<file path="src/rtl/jstk_pkg.sv">
// Shared types and constants for the PmodJSTK SPI master: state encoding,
// frame geometry and the field widths of the decoded joystick sample.
package jstk_pkg;

    typedef enum logic [2:0] {
        ST_IDLE  = 3'd0,
        ST_LEAD  = 3'd1,
        ST_SHIFT = 3'd2,
        ST_GAP   = 3'd3,
        ST_TRAIL = 3'd4,
        ST_DONE  = 3'd5
    } state_t;

    localparam int         NUM_BYTES     = 5;
    localparam int         BITS_PER_BYTE = 8;
    localparam logic [5:0] CMD_PREFIX    = 6'b100000;

    localparam int X_W   = 10;
    localparam int Y_W   = 10;
    localparam int BTN_W = 3;

    // First byte of every frame: fixed command prefix followed by the LED bits.
    function automatic logic [7:0] cmd_byte(input logic [1:0] led);
        return {CMD_PREFIX, led};
    endfunction

endpackage

</file>
<file path="src/rtl/jstk_sclk_tick.sv">
// Enable-gated half-period counter; tick marks the last clk of each SCLK
// half-period and the count is parked at zero whenever the enable is low.
module jstk_sclk_tick
    import jstk_pkg::*;
#(
    parameter int HALF_PERIOD = 751
) (
    input  logic clk,
    input  logic rst,
    input  logic en,
    output logic tick
);

    localparam int            CW   = (HALF_PERIOD > 1) ? $clog2(HALF_PERIOD) : 1;
    localparam logic [CW-1:0] LAST = CW'(HALF_PERIOD - 1);

    logic [CW-1:0] cnt;

    assign tick = en && (cnt == LAST);

    always_ff @(posedge clk or posedge rst) begin
        if (rst) begin
            cnt <= '0;
        end else if (!en || tick) begin
            cnt <= '0;
        end else begin
            cnt <= cnt + 1'b1;
        end
    end

endmodule

</file>
<file path="src/rtl/jstk_spi_ctrl.sv">
// PmodJSTK SPI master: runs one 5-byte mode-0 exchange per request (start
// pulse or poll timer) and publishes X/Y/buttons atomically with done.
module jstk_spi_ctrl
    import jstk_pkg::*;
#(
    parameter int HALF_PERIOD = 751,
    parameter int SS_LEAD_HP  = 2,
    parameter int BYTE_GAP_HP = 2,
    parameter int POLL_CYCLES = 1_000_000
) (
    input  logic             clk,
    input  logic             rst,
    input  logic             start,
    input  logic             auto_en,
    input  logic [1:0]       led,
    input  logic             miso,
    output logic             sclk,
    output logic             mosi,
    output logic             ss,
    output logic             busy,
    output logic             done,
    output logic [X_W-1:0]   x,
    output logic [Y_W-1:0]   y,
    output logic [BTN_W-1:0] buttons
);

    localparam int                POLL_W     = (POLL_CYCLES > 1) ? $clog2(POLL_CYCLES) : 1;
    localparam logic [POLL_W-1:0] POLL_LAST  = POLL_W'(POLL_CYCLES - 1);
    localparam logic [7:0]        LEAD_LAST  = 8'(SS_LEAD_HP - 1);
    localparam logic [7:0]        GAP_LAST   = 8'(BYTE_GAP_HP - 1);
    localparam logic [7:0]        SHIFT_LAST = 8'(2 * BITS_PER_BYTE - 1);
    localparam logic [2:0]        LAST_BYTE  = 3'(NUM_BYTES - 1);

    state_t              state;
    state_t              state_next;
    logic                active_next;
    logic                tick;
    logic                tick_en;
    logic [7:0]          phase_cnt;
    logic [2:0]          byte_idx;
    logic [POLL_W-1:0]   poll_cnt;
    logic                poll_req;
    logic                req;
    logic                launch;
    logic                pending;
    logic [7:0]          cmd;
    logic                rise_tick;
    logic                fall_tick;
    logic                byte_end;
    logic                gap_end;

    logic                miso_p0;
    logic [6:0]          tx_rest;
    logic [7:0]          rx_sh;
    logic [X_W-1:0]      x_stage;
    logic [Y_W-1:0]      y_stage;
    logic [BTN_W-1:0]    btn_stage;

    assign tick_en = state inside {ST_LEAD, ST_SHIFT, ST_GAP, ST_TRAIL};

    jstk_sclk_tick #(
        .HALF_PERIOD(HALF_PERIOD)
    ) u_sclk_tick (
        .clk (clk),
        .rst (rst),
        .en  (tick_en),
        .tick(tick)
    );

    assign poll_req = auto_en && (poll_cnt == POLL_LAST);
    assign req      = start || poll_req;
    // DONE accepts a request directly so a queued one costs only one low busy cycle.
    assign launch   = (state == ST_IDLE || state == ST_DONE) && (req || pending);
    assign cmd      = cmd_byte(led);

    assign rise_tick = (state == ST_SHIFT) && tick && !phase_cnt[0];
    assign fall_tick = (state == ST_SHIFT) && tick &&  phase_cnt[0];
    assign byte_end  = (state == ST_SHIFT) && tick && (phase_cnt == SHIFT_LAST);
    assign gap_end   = (state == ST_GAP)   && tick && (phase_cnt == GAP_LAST);

    always_ff @(posedge clk or posedge rst) begin
        if (rst) begin
            poll_cnt <= '0;
        end else if (auto_en) begin
            poll_cnt <= poll_req ? '0 : poll_cnt + 1'b1;
        end
    end

    always_ff @(posedge clk or posedge rst) begin
        if (rst) begin
            pending <= 1'b0;
        end else if (launch) begin
            pending <= 1'b0;
        end else if (req && tick_en) begin
            pending <= 1'b1;
        end
    end

    always_ff @(posedge clk or posedge rst) begin
        if (rst) begin
            state <= ST_IDLE;
        end else begin
            state <= state_next;
        end
    end

    always_comb begin
        state_next  = state;
        active_next = 1'b0;
        case (state)
            ST_IDLE:  if (launch) state_next = ST_LEAD;
            ST_LEAD:  if (tick && phase_cnt == LEAD_LAST) state_next = ST_SHIFT;
            ST_SHIFT: if (byte_end) state_next = (byte_idx == LAST_BYTE) ? ST_TRAIL : ST_GAP;
            ST_GAP:   if (gap_end) state_next = ST_SHIFT;
            ST_TRAIL: if (tick) state_next = ST_DONE;
            ST_DONE:  state_next = launch ? ST_LEAD : ST_IDLE;
            default:  state_next = ST_IDLE;
        endcase
        active_next = state_next inside {ST_LEAD, ST_SHIFT, ST_GAP, ST_TRAIL};
    end

    always_ff @(posedge clk or posedge rst) begin
        if (rst) begin
            phase_cnt <= '0;
            byte_idx  <= '0;
            sclk      <= 1'b0;
            mosi      <= 1'b0;
            ss        <= 1'b1;
            busy      <= 1'b0;
            done      <= 1'b0;
            x         <= '0;
            y         <= '0;
            buttons   <= '0;
        end else begin
            ss   <= ~active_next;
            busy <= active_next;
            done <= (state_next == ST_DONE);

            if (state_next != state) begin
                phase_cnt <= '0;
            end else if (tick) begin
                phase_cnt <= phase_cnt + 1'b1;
            end

            if (launch) begin
                byte_idx <= '0;
            end else if (gap_end) begin
                byte_idx <= byte_idx + 1'b1;
            end

            if (state != ST_SHIFT) begin
                sclk <= 1'b0;
            end else if (tick) begin
                sclk <= ~phase_cnt[0];
            end

            if (launch) begin
                mosi <= cmd[7];
            end else if (gap_end || state_next == ST_DONE) begin
                mosi <= 1'b0;
            end else if (fall_tick) begin
                mosi <= tx_rest[6];
            end

            if (state == ST_TRAIL && state_next == ST_DONE) begin
                x       <= x_stage;
                y       <= y_stage;
                buttons <= btn_stage;
            end
        end
    end

    // Stage p0: registered MISO pin, then shift registers and per-byte field capture.
    always_ff @(posedge clk) begin
        miso_p0 <= miso;

        if (launch) begin
            tx_rest <= cmd[6:0];
        end else if (gap_end) begin
            tx_rest <= '0;
        end else if (fall_tick) begin
            tx_rest <= {tx_rest[5:0], 1'b0};
        end

        if (rise_tick) begin
            rx_sh <= {rx_sh[6:0], miso_p0};
        end

        if (byte_end) begin
            case (byte_idx)
                3'd0:    x_stage[7:0]  <= rx_sh;
                3'd1:    x_stage[9:8]  <= rx_sh[1:0];
                3'd2:    y_stage[7:0]  <= rx_sh;
                3'd3:    y_stage[9:8]  <= rx_sh[1:0];
                default: btn_stage     <= rx_sh[2:0];
            endcase
        end
    end

endmodule

</file>
<file path="config.mk">
export PLATFORM = sky130hd
export DESIGN_NAME = jstk_spi_ctrl
export DESIGN_NICKNAME = d
export VERILOG_FILES = /design/src/rtl/jstk_pkg.sv /design/src/rtl/jstk_sclk_tick.sv /design/src/rtl/jstk_spi_ctrl.sv
export SDC_FILE = /design/constraint.sdc
export NUM_CORES = 1
export LEC_CHECK = 0
export ABC_AREA = 1
export CAP_MARGIN = 40
export CORE_MARGIN = 2
export CORE_UTILIZATION = 50
export CTS_CLUSTER_SIZE = 8
export DETAILED_ROUTE_END_ITERATION = 8
export GPL_TIMING_DRIVEN = 0
export PLACE_DENSITY = 0.69
export SLEW_MARGIN = 5
export SYNTH_ARGS = -nofsm -noshare
export SYNTH_HDL_FRONTEND = slang
export SYNTH_SLANG_ARGS = --single-unit
</file>
<file path="constraint.sdc">
create_clock -name clk -period 5.8 [get_ports clk]
set_clock_uncertainty 0.05 [all_clocks]
set_input_delay 0.87 -clock clk [delete_from_list [all_inputs] [get_ports clk]]
set_output_delay 0.87 -clock clk [all_outputs]
set_load 0.005 [all_outputs]
</file>
[Yosys cells after proc, flatten, opt, wreduce, memory -nomap -nowiden]
Index checks and enable logic that the tools add are counted.
Word-level totals
  register bits: 112
  output and inout bits: 28
Operators by class
  reductions and logical operators: 36
  mux-type cells: 24
  equality and inequality tests: 20
  bitwise operators: 3
  $add $sub $neg: 4
Operator list (count)
  two-way mux 3 bit: 8
  adder 20 x 1 -> 20 bit (second input constant): 1
  equality test 20 bit (second input constant): 1
  two-way mux 20 bit: 1
  equality test 3 x 2 -> 1 bit (second input constant): 6
  case mux 3 bit (6 select lines): 1
  two-way mux 8 bit: 2
  equality test 3 bit (second input constant): 5
  logical AND 1 bit: 12
  adder 10 x 1 -> 10 bit (second input constant): 1
  equality test 10 bit (second input constant): 1
  two-way mux 10 bit: 1
  AND reduction 2 bit: 5
  equality test 3 x 1 -> 1 bit (second input constant): 3
  adder 8 x 1 -> 8 bit (second input constant): 1
  equality test 8 x 1 -> 1 bit (second input constant): 1
  equality test 8 x 4 -> 1 bit (second input constant): 1
  two-way mux 1 bit: 8
  nonzero test 2 bit: 4
  nonzero test 4 bit: 2
  zero test 3 bit: 2
  two-way mux 2 bit: 3
  nonzero test 3 bit: 2
  logical OR 1 bit: 5
  other kinds (7): 10

[Logic depth before layout (Yosys ltp)]
  depth in word-level cells: 11
  mapped depth: 15
  mapped depth without buffers: 15

[By module]
A second synthesis with hierarchy kept.
Unflattened totals
  cells, all modules: 566
  area total of the unflattened synthesis: 5151.2 µm²
By module, submodules not included
  jstk_spi_ctrl: times used 1, area an instance 4584.4 µm², cells each 490
  jstk_sclk_tick: times used 1, area an instance 566.8 µm², cells each 76

[Worst setup path after synthesis]
OpenSTA, ideal clock, no wires.
  path kind: input to register
  start: in auto_en
  end: reg phase_cnt[0]
  arrival: 1.843 ns
  slack: 3.787 ns
  path buffers: 0
  cell stages on the path: 11
  library setup time: 0.120 ns
  path through: nand2_1 -> inv_1 -> nand2_1 -> nor2_4 -> nand3_4 -> a21oi_2 -> nor2_4 -> nand2_2 -> nand2_2 -> nand3_4 -> nor2_2
Between the ends
  cells in the longest elaborated chain, start to end: 8
RTL lines
  start: declaration: line jstk_spi_ctrl.sv:14  | input logic auto_en,
  logical AND 1 bit *: line jstk_spi_ctrl.sv:70  | assign poll_req = auto_en && (poll_cnt == POLL_LAST);
  logical OR 1 bit *: line jstk_spi_ctrl.sv:71  | assign req = start || poll_req;
  logical OR 1 bit *: line jstk_spi_ctrl.sv:73  | assign launch = (state == ST_IDLE || state == ST_DONE) && (req || pending);
  logical AND 1 bit *: line jstk_spi_ctrl.sv:73
  two-way mux 1 bit / two-way mux 3 bit (equally long branches): line jstk_spi_ctrl.sv:116, jstk_spi_ctrl.sv:111
  case mux 3 bit (6 select lines) *: line jstk_spi_ctrl.sv:110  | case (state)
  named net state_next[0]: line jstk_spi_ctrl.sv:35  | state_t state_next;
  inequality test 3 bit *: line jstk_spi_ctrl.sv:139  | if (state_next != state) begin
  two-way mux 8 bit / nonzero test 2 bit (equally long branches)
  end signal: assignment: line jstk_spi_ctrl.sv:142  | phase_cnt <= phase_cnt + 1'b1;
  end: declaration: line jstk_spi_ctrl.sv:39  | logic [7:0] phase_cnt;
Mark *: on every way through the listed nets, which the timed path passes. The rest lies on a longest branch.
A chain may end at the register's enable or synchronous reset.

[Worst setup path in the final report]
  start: in auto_en
  end: reg poll_cnt[19]
Between the ends
  cells in the longest elaborated chain, start to end: 2
RTL lines
  logical AND 1 bit: line jstk_spi_ctrl.sv:70
  two-way mux 20 bit: line jstk_spi_ctrl.sv:85  | poll_cnt <= poll_req ? '0 : poll_cnt + 1'b1;
  end signal: assignment: line jstk_spi_ctrl.sv:85
  end: declaration: line jstk_spi_ctrl.sv:41  | logic [POLL_W-1:0] poll_cnt;
Several ways; a longest one is shown, not always the timed one.

==> run metrics <==
Max VDD drop=0.118 mV; Core Rows=36; pwr dens=242 nW/µm²; grt total ovfl=0; Post-synth ARST share=0.652; Design Area, Final=5800 µm²; die height=105 µm; Iter 0 DRT Violations=201; max_cap viols=0; DR DRC count=0; synthesis-to-layout area growth=14.3%; fmax=391 MHz; dpl cells=705; Setup violations, final=0; die area=11000 µm²; count of hold-fix buffers inserted at cts=0; Worst slew margin=0.490; Inserted Diodes=0; Detail Placement HPWL=6.62 mm; Worst EP required=6.03 ns; post-synth top area share=0.355; Worst-Skew Late Latency=0.38 ns; Die Width=105 µm; RSZ-0062 raised after global routing=no; prevailing post-synth register cell=dfrtp_1; DP Area=5620 µm²; Syn Inst Count=537; Core Region=9820 µm²; CTS H-tree depth=3; Crit Path Category=in2reg; Global Route Usage Sum=0.179; clk root buf=clkbuf_8; Final Hold Viols=0; top-count cell post-synth=nand2_1; vias in the first global route=3426; worst-path maximum fanout=6; post-synthesis cell area=5080 µm²; synthesis-stage register bit count=112; 1st-pass router iterations=4; Area contributors post-synth=dfrtp_1 (35%), edfxtp_1 (20%), nand2_1 (11%); Final Cycle Share=0.441; initial antenna violation count=0; Worst-Margin Slew=0.761 ns; Synth warnings=0; CTS tree=done; Min Clock Period, post-route=2.56 ns; largest net degree at the start of global routing=52; # clock sinks=112; CP endpoint kind=register; final non-filler cell total=721; TNS Setup=0 ns; final WL=9.19 mm; Final Max Slew Viols=0; Final GP Congestion=0.877; Boundary Pins=35; Setup crit start kind=primary input; Seq/Total Area, Yosys=0.579; WP data arrival=2.78 ns; status=complete, no violations; Yosys cell types=41; clock buffer depth=2; first-pass GRT wire length=15.9 mm; cts repair resizes=0; Lkg Pwr=2.69 nW; clk slew on worst S/H paths=0.11 ns; worst hold path class=reg2reg; Yosys top cell by area=dfrtp_1; Vias=3589; vias per cell=4.98; Avg WL per Cell=12.7 µm; Post-CTS Setup Bufs=0; Routed Antenna Nets=0; port bufs=34; top post-synthesis cells by count=nand2_1 (151), dfrtp_1 (72), inv_1 (57); clock buffer count from CTS=9; Nets=600; share of layout cells above drive strength 1=0.116; Initial Utilization=0.517; Post-synth EDFFs=33; synthesized area per cell=9.46 µm²; Syn Nets=554
==> worst max-delay path, cell delays in order <==
cell and delay, ns:
clkdlybuf4s50_1 0.59, inv_1 0.14, nor2_1 0.20, nand2_1 0.11, nor2_1 0.23, nand3_1 0.11
nor3_1 0.29, nand3_1 0.11, nand2_1 0.07, a21oi_1 0.04
==> flip-flops by register name, summed over array words and instances, names as in the netlist, 7 cells and up <==
signal,cells
phase_cnt,8
poll_cnt,20
rx_sh,8
tx_rest,7
u_sclk_tick.cnt,10
x,10
x_stage,10
y,10
y_stage,10
==> stage by stage <==
step                      utilization  hold slack [ns]  total power [mW]  setup WS, ns
final                           0.591            0.368              1.40          3.24
after global routing            0.591            0.382              1.46          3.09
after CTS                       0.591            0.373              1.42          3.24
after detailed placement        0.572            0.346             0.972          2.85
after global placement          0.569            0.342             0.966          1.77
after floorplan                     -            0.336             0.942          3.03
==> placed cells by master (no fill, tap or decap), drive strengths merged, types with 3 or more instances in the layout <==
cell | Yosys | layout
a21oi | 18 | 18
a31oi | 3 | 3
buf | 4 | 5
clkbuf | 3 | 13
clkdlybuf4s50 | 0 | 34
dfrtp | 72 | 72
dfxtp | 6 | 6
edfxtp | 33 | 33
ha | 10 | 10
inv | 64 | 68
nand2 | 163 | 163
nand3 | 31 | 31
nand4 | 10 | 10
nor2 | 64 | 64
nor3 | 13 | 13
nor3b | 6 | 6
nor4 | 6 | 6
o21ai | 9 | 9
xor2 | 10 | 10
==> final timing paths <==
check                               end  slack (ns)  depth (start not counted)               start
min                            rx_sh[0]        0.37                          0             miso_p0
min reg2reg                    rx_sh[0]        0.37                          0             miso_p0
min in group asynchronous  phase_cnt[2]        0.74                          2                 rst
max                        poll_cnt[19]        3.24                         10             auto_en
max reg2reg                  x_stage[1]        3.59                          8  u_sclk_tick.cnt[0]
max in group asynchronous            ss        4.38                          3                 rst
==> per-layer routing <==
metal | vias to the layer above | wire length (µm) | GRT usage
met2 | 60 | 4360 | 0.290
met4 | 0 | 108 | 0.0571
met3 | 7 | 366 | 0.0443
met5 | - | 0 | 0
met1 | 1700 | 4350 | 0.240
li1 | 1822 | - | -
==> where the power goes <==
part / internal, mW / leakage [nW] / switching [mW] / total, mW
Combinational: 0.0356 / 1.32 / 0.0612 / 0.0969
Clock: 0.168 / 0.0926 / 0.279 / 0.447
Sequential: 0.831 / 1.27 / 0.0268 / 0.858
==> final cells by class <==
cell class	count	area [µm²]
Buffer	7	31.3
Clock buffer	10	128
Clock inverter	6	61.3
Fill cell	903	4020
Inverter	64	243
Multi-Input combinational cell	354	1870
Sequential cell	112	2940
Tap cell	133	166
Timing Repair Buffer	35	368
==> logic make-up (layout without fill, tap and decap cells) <==
group	count (synthesis)	in the layout	synth area share
fa+ha+maj	10	10	0.0246
flops	112	112	0.579
compound gates	38	38	0.0453
simple gates	295	295	0.279
buf+inv	71	122	0.0535
xor+xnor	11	11	0.0190
Power figures use the tool's default switching activity.
